==> src/rtl/display_pkg.sv <==
// display_pkg
// Shared definitions for the display output stage: serializer FSM states,
// frame geometry, segment bit positions within a digit byte, and the helper
// that derives the shift-clock half period from the clock frequencies.
// No ports (package).
package display_pkg;

    typedef enum logic [1:0] {
        IDLE,
        SHIFT_LO,
        SHIFT_HI,
        LATCH
    } state_t;

    localparam int unsigned FRAME_BITS = 32;
    localparam int unsigned DIGIT_BITS = 8;

    // Bit positions inside one digit byte: {dp,g,f,e,d,c,b,a}
    localparam int unsigned SEG_A  = 0;
    localparam int unsigned SEG_B  = 1;
    localparam int unsigned SEG_C  = 2;
    localparam int unsigned SEG_D  = 3;
    localparam int unsigned SEG_E  = 4;
    localparam int unsigned SEG_F  = 5;
    localparam int unsigned SEG_G  = 6;
    localparam int unsigned SEG_DP = 7;

    // Half period of the shift clock in system cycles, truncated, never below 1.
    function automatic int unsigned calc_half(input int unsigned sys_hz,
                                              input int unsigned shift_hz);
        int unsigned h;
        h = sys_hz / (2 * shift_hz);
        return (h == 0) ? 1 : h;
    endfunction

endpackage

==> src/rtl/serial_tick_gen.sv <==
// serial_tick_gen
// Half-period counter for the serializer. Held at zero while clear_i is high
// (serializer idle); otherwise counts and raises tick_o for one cycle every
// HALF cycles, wrapping to zero so each FSM state starts from a fresh count.
// Ports:
//   clk_i    system clock
//   rst_i    asynchronous active-high reset
//   clear_i  hold counter at zero, suppress tick
//   tick_o   one-cycle pulse at the end of each half period
module serial_tick_gen #(
    parameter int unsigned HALF = 2
) (
    input  logic clk_i,
    input  logic rst_i,
    input  logic clear_i,
    output logic tick_o
);

    localparam int unsigned CW = (HALF > 1) ? $clog2(HALF) : 1;
    localparam logic [CW-1:0] LAST = CW'(HALF - 1);

    logic [CW-1:0] cnt_q;

    assign tick_o = !clear_i && (cnt_q == LAST);

    always_ff @(posedge clk_i or posedge rst_i) begin
        if (rst_i) begin
            cnt_q <= '0;
        end else if (clear_i || tick_o) begin
            cnt_q <= '0;
        end else begin
            cnt_q <= cnt_q + 1'b1;
        end
    end

endmodule

==> src/rtl/display_serializer.sv <==
// display_serializer
// Shifts a 32-bit frame of four 7-segment digit bytes out MSB first to
// 74HC595-style shift registers, then pulses the storage latch.
// Each bit: HALF cycles with shift clock low (data set up), HALF cycles high.
// Optional build macro DISPLAY_COMMON_ANODE_EN: invert the frame at capture
// for common-anode displays (idle/latch data still driven low).
// Ports:
//   i_clk           system clock
//   i_reset         asynchronous active-high reset
//   i_en            enable; low aborts a frame and holds idle
//   i_start         one-cycle frame request, honoured only when idle
//   i_data          frame, [31:24] digit 0 ... [7:0] digit 3
//   o_busy          frame in progress
//   o_done          one-cycle pulse after the latch phase
//   o_serial_data   serial data to shift register
//   o_serial_latch  storage-register latch
//   o_serial_clk    shift clock (external register samples on rise)
module display_serializer
    import display_pkg::*;
#(
    parameter int unsigned SYS_CLK_HZ   = 5_000_000,
    parameter int unsigned SHIFT_CLK_HZ = 1_000_000
) (
    input  logic                  i_clk,
    input  logic                  i_reset,
    input  logic                  i_en,
    input  logic                  i_start,
    input  logic [FRAME_BITS-1:0] i_data,
    output logic                  o_busy,
    output logic                  o_done,
    output logic                  o_serial_data,
    output logic                  o_serial_latch,
    output logic                  o_serial_clk
);

    localparam int unsigned HALF = calc_half(SYS_CLK_HZ, SHIFT_CLK_HZ);
    localparam int unsigned BW   = $clog2(FRAME_BITS);

    state_t                state_q;
    logic [FRAME_BITS-1:0] shreg_q;
    logic [BW-1:0]         bit_cnt_q;
    logic [FRAME_BITS-1:0] capture;
    logic                  tick;
    logic                  tick_clear;

`ifdef DISPLAY_COMMON_ANODE_EN
    assign capture = ~i_data;
`else
    assign capture = i_data;
`endif

    // Counter restarts from zero whenever a frame begins from idle.
    assign tick_clear = (state_q == IDLE);

    serial_tick_gen #(
        .HALF (HALF)
    ) u_tick_gen (
        .clk_i   (i_clk),
        .rst_i   (i_reset),
        .clear_i (tick_clear),
        .tick_o  (tick)
    );

    always_ff @(posedge i_clk or posedge i_reset) begin
        if (i_reset) begin
            state_q        <= IDLE;
            shreg_q        <= '0;
            bit_cnt_q      <= '0;
            o_busy         <= 1'b0;
            o_done         <= 1'b0;
            o_serial_data  <= 1'b0;
            o_serial_clk   <= 1'b0;
            o_serial_latch <= 1'b0;
        end else if (!i_en) begin
            // Abort: no latch, so the external register keeps its old contents.
            state_q        <= IDLE;
            o_busy         <= 1'b0;
            o_done         <= 1'b0;
            o_serial_data  <= 1'b0;
            o_serial_clk   <= 1'b0;
            o_serial_latch <= 1'b0;
        end else begin
            o_done <= 1'b0;
            case (state_q)
                IDLE: begin
                    if (i_start) begin
                        shreg_q       <= capture;
                        bit_cnt_q     <= BW'(FRAME_BITS - 1);
                        o_serial_data <= capture[FRAME_BITS-1];
                        o_serial_clk  <= 1'b0;
                        o_busy        <= 1'b1;
                        state_q       <= SHIFT_LO;
                    end
                end
                SHIFT_LO: begin
                    if (tick) begin
                        o_serial_clk <= 1'b1;
                        state_q      <= SHIFT_HI;
                    end
                end
                SHIFT_HI: begin
                    if (tick) begin
                        o_serial_clk <= 1'b0;
                        if (bit_cnt_q == '0) begin
                            o_serial_data  <= 1'b0;
                            o_serial_latch <= 1'b1;
                            state_q        <= LATCH;
                        end else begin
                            // Rotate rather than shift; only the upper bits matter.
                            shreg_q       <= {shreg_q[FRAME_BITS-2:0], shreg_q[FRAME_BITS-1]};
                            bit_cnt_q     <= bit_cnt_q - 1'b1;
                            o_serial_data <= shreg_q[FRAME_BITS-2];
                            state_q       <= SHIFT_LO;
                        end
                    end
                end
                LATCH: begin
                    if (tick) begin
                        o_serial_latch <= 1'b0;
                        o_busy         <= 1'b0;
                        o_done         <= 1'b1;
                        state_q        <= IDLE;
                    end
                end
                default: state_q <= IDLE;
            endcase
        end
    end

endmodule

==> config.mk <==
export PLATFORM = sky130hd
export DESIGN_NAME = display_serializer
export DESIGN_NICKNAME = d
export VERILOG_FILES = /design/src/rtl/display_pkg.sv /design/src/rtl/serial_tick_gen.sv /design/src/rtl/display_serializer.sv
export SDC_FILE = /design/constraint.sdc
export NUM_CORES = 1
export LEC_CHECK = 0
export ABC_AREA = 1
export BUFFER_PORTS_ARGS = -buffer_cell sky130_fd_sc_hd__buf_4
export CAP_MARGIN = 20
export CORE_ASPECT_RATIO = 0.75
export CORE_MARGIN = 2
export CORE_UTILIZATION = 51
export DETAILED_ROUTE_END_ITERATION = 8
export GPL_TIMING_DRIVEN = 0
export PLACE_DENSITY_LB_ADDON = 0.25
export SLEW_MARGIN = 15
export SYNTH_ARGS = -nofsm -noshare
export SYNTH_HDL_FRONTEND = slang
export SYNTH_SLANG_ARGS = --single-unit
==> constraint.sdc <==
create_clock -name i_clk -period 1.7 [get_ports i_clk]
set_clock_uncertainty 0.1 [all_clocks]
set_input_delay 0.51 -clock i_clk [delete_from_list [all_inputs] [get_ports i_clk]]
set_output_delay 0.51 -clock i_clk [all_outputs]
set_load 0.02 [all_outputs]
# Word-level counts from Yosys, hierarchy flattened

Index checks and enable logic that the tools add are counted.

Flip-flop bits (word level): 45
Word-level logic and storage cells: 74
Output and inout port bits: 5

Reduce and logical (&&, ||, !) cells: 12
Eq/ne operators: 15
Multiplexer cells: 36
Add/sub/neg operators: 2

Operators with widths:

| kind                                                                    | count |
|---|---|
| 32-bit 2-to-1 mux                                                       | 3 |
| 32-bit one-hot mux with 2 select lines                                  | 1 |
| 1-bit 2-to-1 mux                                                        | 17 |
| 5-bit 2-to-1 mux                                                        | 3 |
| 2-bit 2-to-1 mux                                                        | 6 |
| 4-bit AND reduction                                                     | 3 |
| 5-bit one-hot mux with 2 select lines                                   | 1 |
| 3-bit by 1-bit inequality test with 1-bit output, second input constant | 3 |
| 3-bit by 2-bit inequality test with 1-bit output, second input constant | 3 |
| 2-bit one-hot mux with 4 select lines                                   | 1 |
| 3-bit inequality test, second input constant                            | 2 |
| 1-bit one-hot mux with 2 select lines                                   | 3 |
| 3-bit AND reduction                                                     | 2 |
| 5-bit zero test                                                         | 1 |
| 5-bit AND reduction                                                     | 1 |
| 5-bit by 1-bit subtractor with 5-bit output, second input constant      | 1 |
| 2-bit equality test, second input constant                              | 2 |
| 2-bit inequality test, second input constant                            | 2 |
| 4-bit by 1-bit inequality test with 1-bit output, second input constant | 1 |
| 1-bit one-hot mux with 3 select lines                                   | 1 |
| 2-bit by 1-bit equality test with 1-bit output, second input constant   | 1 |
| 2-bit zero test                                                         | 1 |
| 2-bit by 1-bit inequality test with 1-bit output, second input constant | 1 |
| 2-bit nonzero test                                                      | 1 |
| 4 further kinds                                                         | 4 |

# Longest topological paths before layout

Depth after elaboration: 6
Mapped depth: 11

# Hierarchy

A second synthesis with hierarchy kept.

Cells, all modules: 358
Area total of the unflattened synthesis: 2,484.9 um2

By module, submodules not included:

| module             | area each (um2) | sequential area each (um2) | cells an instance | instances |
|---|---|---|---|---|
| display_serializer | 2,442.3         | 1,101.1                    | 353               | 1 |
| serial_tick_gen    | 42.5            | 25.0                       | 5                 | 1 |

# Least setup slack after synthesis

Ideal clock, no wire load.

Kind: reg-to-reg
Start: reg state_q[0]
End: reg bit_cnt_q[3]
Setup time: 0.117 ns
Buffers on the path: 2
Data required time: 1.483 ns
Stages on the path, launching flop included: 11
Data arrival time: 1.451 ns
Path slack: 0.033 ns
Period minus slack after synthesis: 1.667 ns
Cells stage by stage: dfrtp_1 -> inv_1 -> ha_1 -> buf_6 -> o21ai_2 -> nand3_4 -> inv_2 -> nand2_4 -> buf_6 -> nand2_1 -> nand2_1

Longest elaborated chain between the ends: 5
Elaborated cells on any way between the ends: 10

RTL lines:

| item                                                       | line                                               | RTL |
|---|---|---|
| from (decl)                                                | display_serializer.sv:39                           | `state_t state_q;` |
| from (signal assigned)                                     | display_serializer.sv:66                           | `state_q <= IDLE;` |
| from (signal assigned)                                     | display_serializer.sv:76                           | `state_q <= IDLE;` |
| from (signal assigned)                                     | display_serializer.sv:92                           | `state_q <= SHIFT_LO;` |
| 2-bit zero test                                            | display_serializer.sv:53, display_serializer.sv:84 |  |
| 1-bit zero test                                            | serial_tick_gen.sv:24                              | `assign tick_o = !clear_i && (cnt_q == LAST);` |
| 1-bit logical AND                                          | serial_tick_gen.sv:24                              |  |
| 2-bit by 1-bit inequality test with 1-bit output (no line) | -                                                  |  |
| 5-bit AND reduction (no line)                              | -                                                  |  |
| to (signal assigned)                                       | display_serializer.sv:88                           | `bit_cnt_q <= BW'(FRAME_BITS - 1);` |
| to (signal assigned)                                       | display_serializer.sv:111                          | `bit_cnt_q <= bit_cnt_q - 1'b1;` |
| to (decl)                                                  | display_serializer.sv:41                           | `logic [BW-1:0] bit_cnt_q;` |

Parallel ways exist; a longest one is shown, timed or not.
A chain may end at the register's enable or synchronous reset.

# Worst setup path in the final report

Start: reg state_q[1]
End: reg shreg_q[13]

Longest elaborated chain between the ends: 5
Elaborated cells on any way between the ends: 10

RTL lines:

| item                                                       | line                                               | RTL |
|---|---|---|
| 2-bit zero test                                            | display_serializer.sv:53, display_serializer.sv:84 |  |
| 1-bit zero test                                            | serial_tick_gen.sv:24                              |  |
| 1-bit logical AND                                          | serial_tick_gen.sv:24                              |  |
| 2-bit by 1-bit inequality test with 1-bit output (no line) | -                                                  |  |
| 5-bit AND reduction (no line)                              | -                                                  |  |
| to (signal assigned)                                       | display_serializer.sv:87                           | `shreg_q <= capture;` |
| to (signal assigned)                                       | display_serializer.sv:110                          | `shreg_q <= {shreg_q[FRAME_BITS-2:0], shreg_q[FRAME_BITS-1]};` |
| to (decl)                                                  | display_serializer.sv:40                           | `logic [FRAME_BITS-1:0] shreg_q;` |

Parallel ways exist; a longest one is shown, timed or not.

==> results.md <==
- DR WL met3: 347 um
- Max-cap viol count: 0
- Worst Setup End Kind: flip-flop
- P_leak: 1.937 nW
- P_int: roughly 3.3 mW
- Gr ovfl total: 0
- Yosys cell types: 22
- Mapped Area: roughly 0.0025 mm^2
- Slew Limit Fails: 0
- Clk sink count: 45
- Cts bufs inserted: 5
- Count leader, synth: nand2_1
- Sw Pwr: around 2.3 mW
- Die Width: 84.48 um
- Sw frac: 0.4156
- GP Congestion: ~0.83
- Share of layout cells above drive strength 1: 0.3864
- Post-synth ARST share: 1.000
- Fmax: 0.5714 GHz
- Syn nets: 394
- Yosys top cell area share: 0.4545
- EDFF count, synth: 0
- Core area: approximately 0.0046 mm^2
- Top FF cell, synth: dfrtp_1
- Worst VDD drop: 0.0008271 V
- Reg2reg path depth: 12
- Vias per Instance: between 4 and 5
- GRT Overall Usage: 0.2278
- Via count: 2,410
- Starting Density: 0.5419
- Ant diodes: 0
- # IOs: 41
- Root buffer cell: clkbuf_8
- R2r startpoint: state_q[1]
- Mapped Cells: 353
- Slew headroom: 0.6448
- Fin crit period: 1750 ps
- WP data required: 1800 ps
- Area growth syn-to-layout: 39.85%
- Commonest cells post-synth: nand2_1, dfrtp_1, inv_1
- Tcrit/Tclk final: 1.029
- Wire length per cell: 13.20 um
- Final worst slack: -50.13 ps
- Vias in the first global route: 2,153
- CP startpoint kind: flip-flop
- Hold_ws: roughly 130 ps
- Violated checks: negative setup slack
- Flop-to-flop setup slack: -50 ps
- Clk pwr share: 0.152
- Part of the power in registers: 0.333
- Final Hold Fails: 0
- Total wire length: 6.389 mm
- Register area share after synthesis: 0.4545
- Worst slew pin tran: 532.9 ps
- Met2 WL: 3.019 mm
- R2r endpoint: shreg_q[13]
- Maximum root-to-sink buffer count: 2
- Area contributors post-synth: dfrtp_1, nand2_1, inv_1
- Comb power frac: 0.515
- DR iter-0 viols: ~120
- FP Rows: 21
- DR pass1 iterations: 4
- Clk_lat worst skew: 310 ps
- CTS tree: built
- Net count, final: between 400 and 500
- Hpwl dp: 3.761 mm
- Final setup viols: 37
- Top routing layer in use: met4
- Hold Path Class: input pin to async pin
- Synthesized flop and latch total: between 40 and 50
- YS warnings: 0
- CTS H-tree lvls: 2
- WP data arrival: 1850 ps
- Pre-CTS setup slack: -132.7 ps
- Crit Path Class: flip-flop to flip-flop
- # DRC: 0
- # fillers: 326
- Hold_buf cts: 0
- Status: finished with violations
- Die Height: 64.36 um
- Clock-pin slew on the worst setup and hold paths: 90 ps
- Largest net degree at the start of global routing: 24
- Pwr dens: between 1500 and 2000 mW/mm^2
- Synth Area per Inst: about 7 um^2
- Synth area leader: dfrtp_1
- ANT nets after route: 0
- CP max FO: 5
- Met1 WL: 2.933 mm
- Initial antenna violation count: 0
- First-pass GRT wire length: 9.756 mm
- Die area: 0.005437 mm^2
- RSZ-0062 raised after global routing: true
- PortBufs: 40
==> metrics by stage <==
stage	instances	setup TNS, ps	utilization	total power [mW]	instance area, um^2
global route	484	-3822	0.7578	6.065	3465
CTS	466	-319.8	0.6798	4.908	3108
detailed placement	451	-3709	0.6292	3.858	2877
finish	484	-1036	0.7578	5.620	3465
global placement	450	-31530	0.6232	3.766	2849
floorplan	353	0	-	3.308	2477
==> registers in the layout (all words and copies together) (netlist names) <==
name and count:
o_serial_latch 1, state_q 2, bit_cnt_q 5, o_done 1, u_tick_gen.cnt_q 1, o_busy 1
o_serial_clk 1, shreg_q 32, o_serial_data 1
==> repair_timing <==
action | CTS | global route
buffers inserted | 5 | 14
setup endpoints to repair | 37 | 40
pin swaps | 3 | 32
gates resized for setup | 17 | 83
gates cloned | 2 | 5
==> power groups by stage <==
stage / Clock [mW] / Sequential (mW) / Combinational [mW]
6_report: 0.856 / 1.87 / 2.89
5_1_grt: 0.908 / 1.92 / 3.24
4_1_cts: 0.861 / 1.81 / 2.24
3_5_place_dp: 0 / 1.83 / 2.03
3_3_place_gp: 0 / 1.82 / 1.95
2_1_floorplan: 0 / 1.82 / 1.48
==> cells by family after synthesis <==
family          count (synthesis)  share of synthesized area
simple gates                  258                     0.4242
flops                          45                     0.4545
buf+inv                        36                    0.07524
compound gates                  9                    0.02071
fa+ha+maj                       5                    0.02525
==> layer usage <==
metal  GRT usage  up-vias
met5           0        -
met4     0.08532        0
met3     0.04264        9
met2      0.3563       63
met1      0.3163     1126
li1            -     1212
==> area by class of cell <==
class,count,area [um^2],share of cell area
Multi-Input combinational cell,273,1383,0.3991
Sequential cell,45,1126,0.3250
Timing Repair Buffer,66,569.3,0.1643
Buffer,14,107.6,0.03106
Inverter,21,91.34,0.02636
Tap cell,57,71.32,0.02059
Clock inverter,1,30.03,0.008667
Clock buffer,7,86.33,0.02492
==> layout by cell type (no fill, tap or decap), types with 2 or more instances in the layout <==
master | synthesis | routed
nand2_2 | 0 | 59
o21ai_0 | 5 | 5
nand3_1 | 7 | 7
nor2_1 | 7 | 6
clkbuf_8 | 0 | 6
buf_2 | 5 | 4
inv_1 | 17 | 14
dfrtp_1 | 45 | 45
ha_1 | 5 | 3
clkbuf_1 | 3 | 3
nand2_1 | 235 | 174
inv_2 | 4 | 3
buf_6 | 5 | 17
or2_2 | 2 | 2
buf_4 | 2 | 54
ha_4 | 0 | 2
a21oi_1 | 2 | 2
inv_4 | 0 | 3
nand2_4 | 2 | 3
==> how the worst max path moves through the flow <==
stage	end	depth (start not counted)	slack (ps)	from
2_1_floorplan	bit_cnt_q[0]	1	30	i_reset
3_3_place_gp	shreg_q[29]	2	-640	i_reset
3_5_place_dp	bit_cnt_q[3]	11	-130	state_q[0]
4_1_cts	bit_cnt_q[3]	11	-20	state_q[1]
5_1_grt	shreg_q[13]	11	-120	state_q[0]
6_report	shreg_q[13]	12	-50	state_q[1]
==> critical path, stage by stage (launching register included) <==
cell and delay (ps):
dfrtp_1 420, inv_2 80, ha_4 180, inv_4 80, nand2_4 60, o21ai_4 70, nand3_4 120, inv_4 100
nand2_8 60, buf_6 130, buf_6 120, nand2_1 70, nand2_1 60
Note: power is estimated with default switching activity, not from simulation.
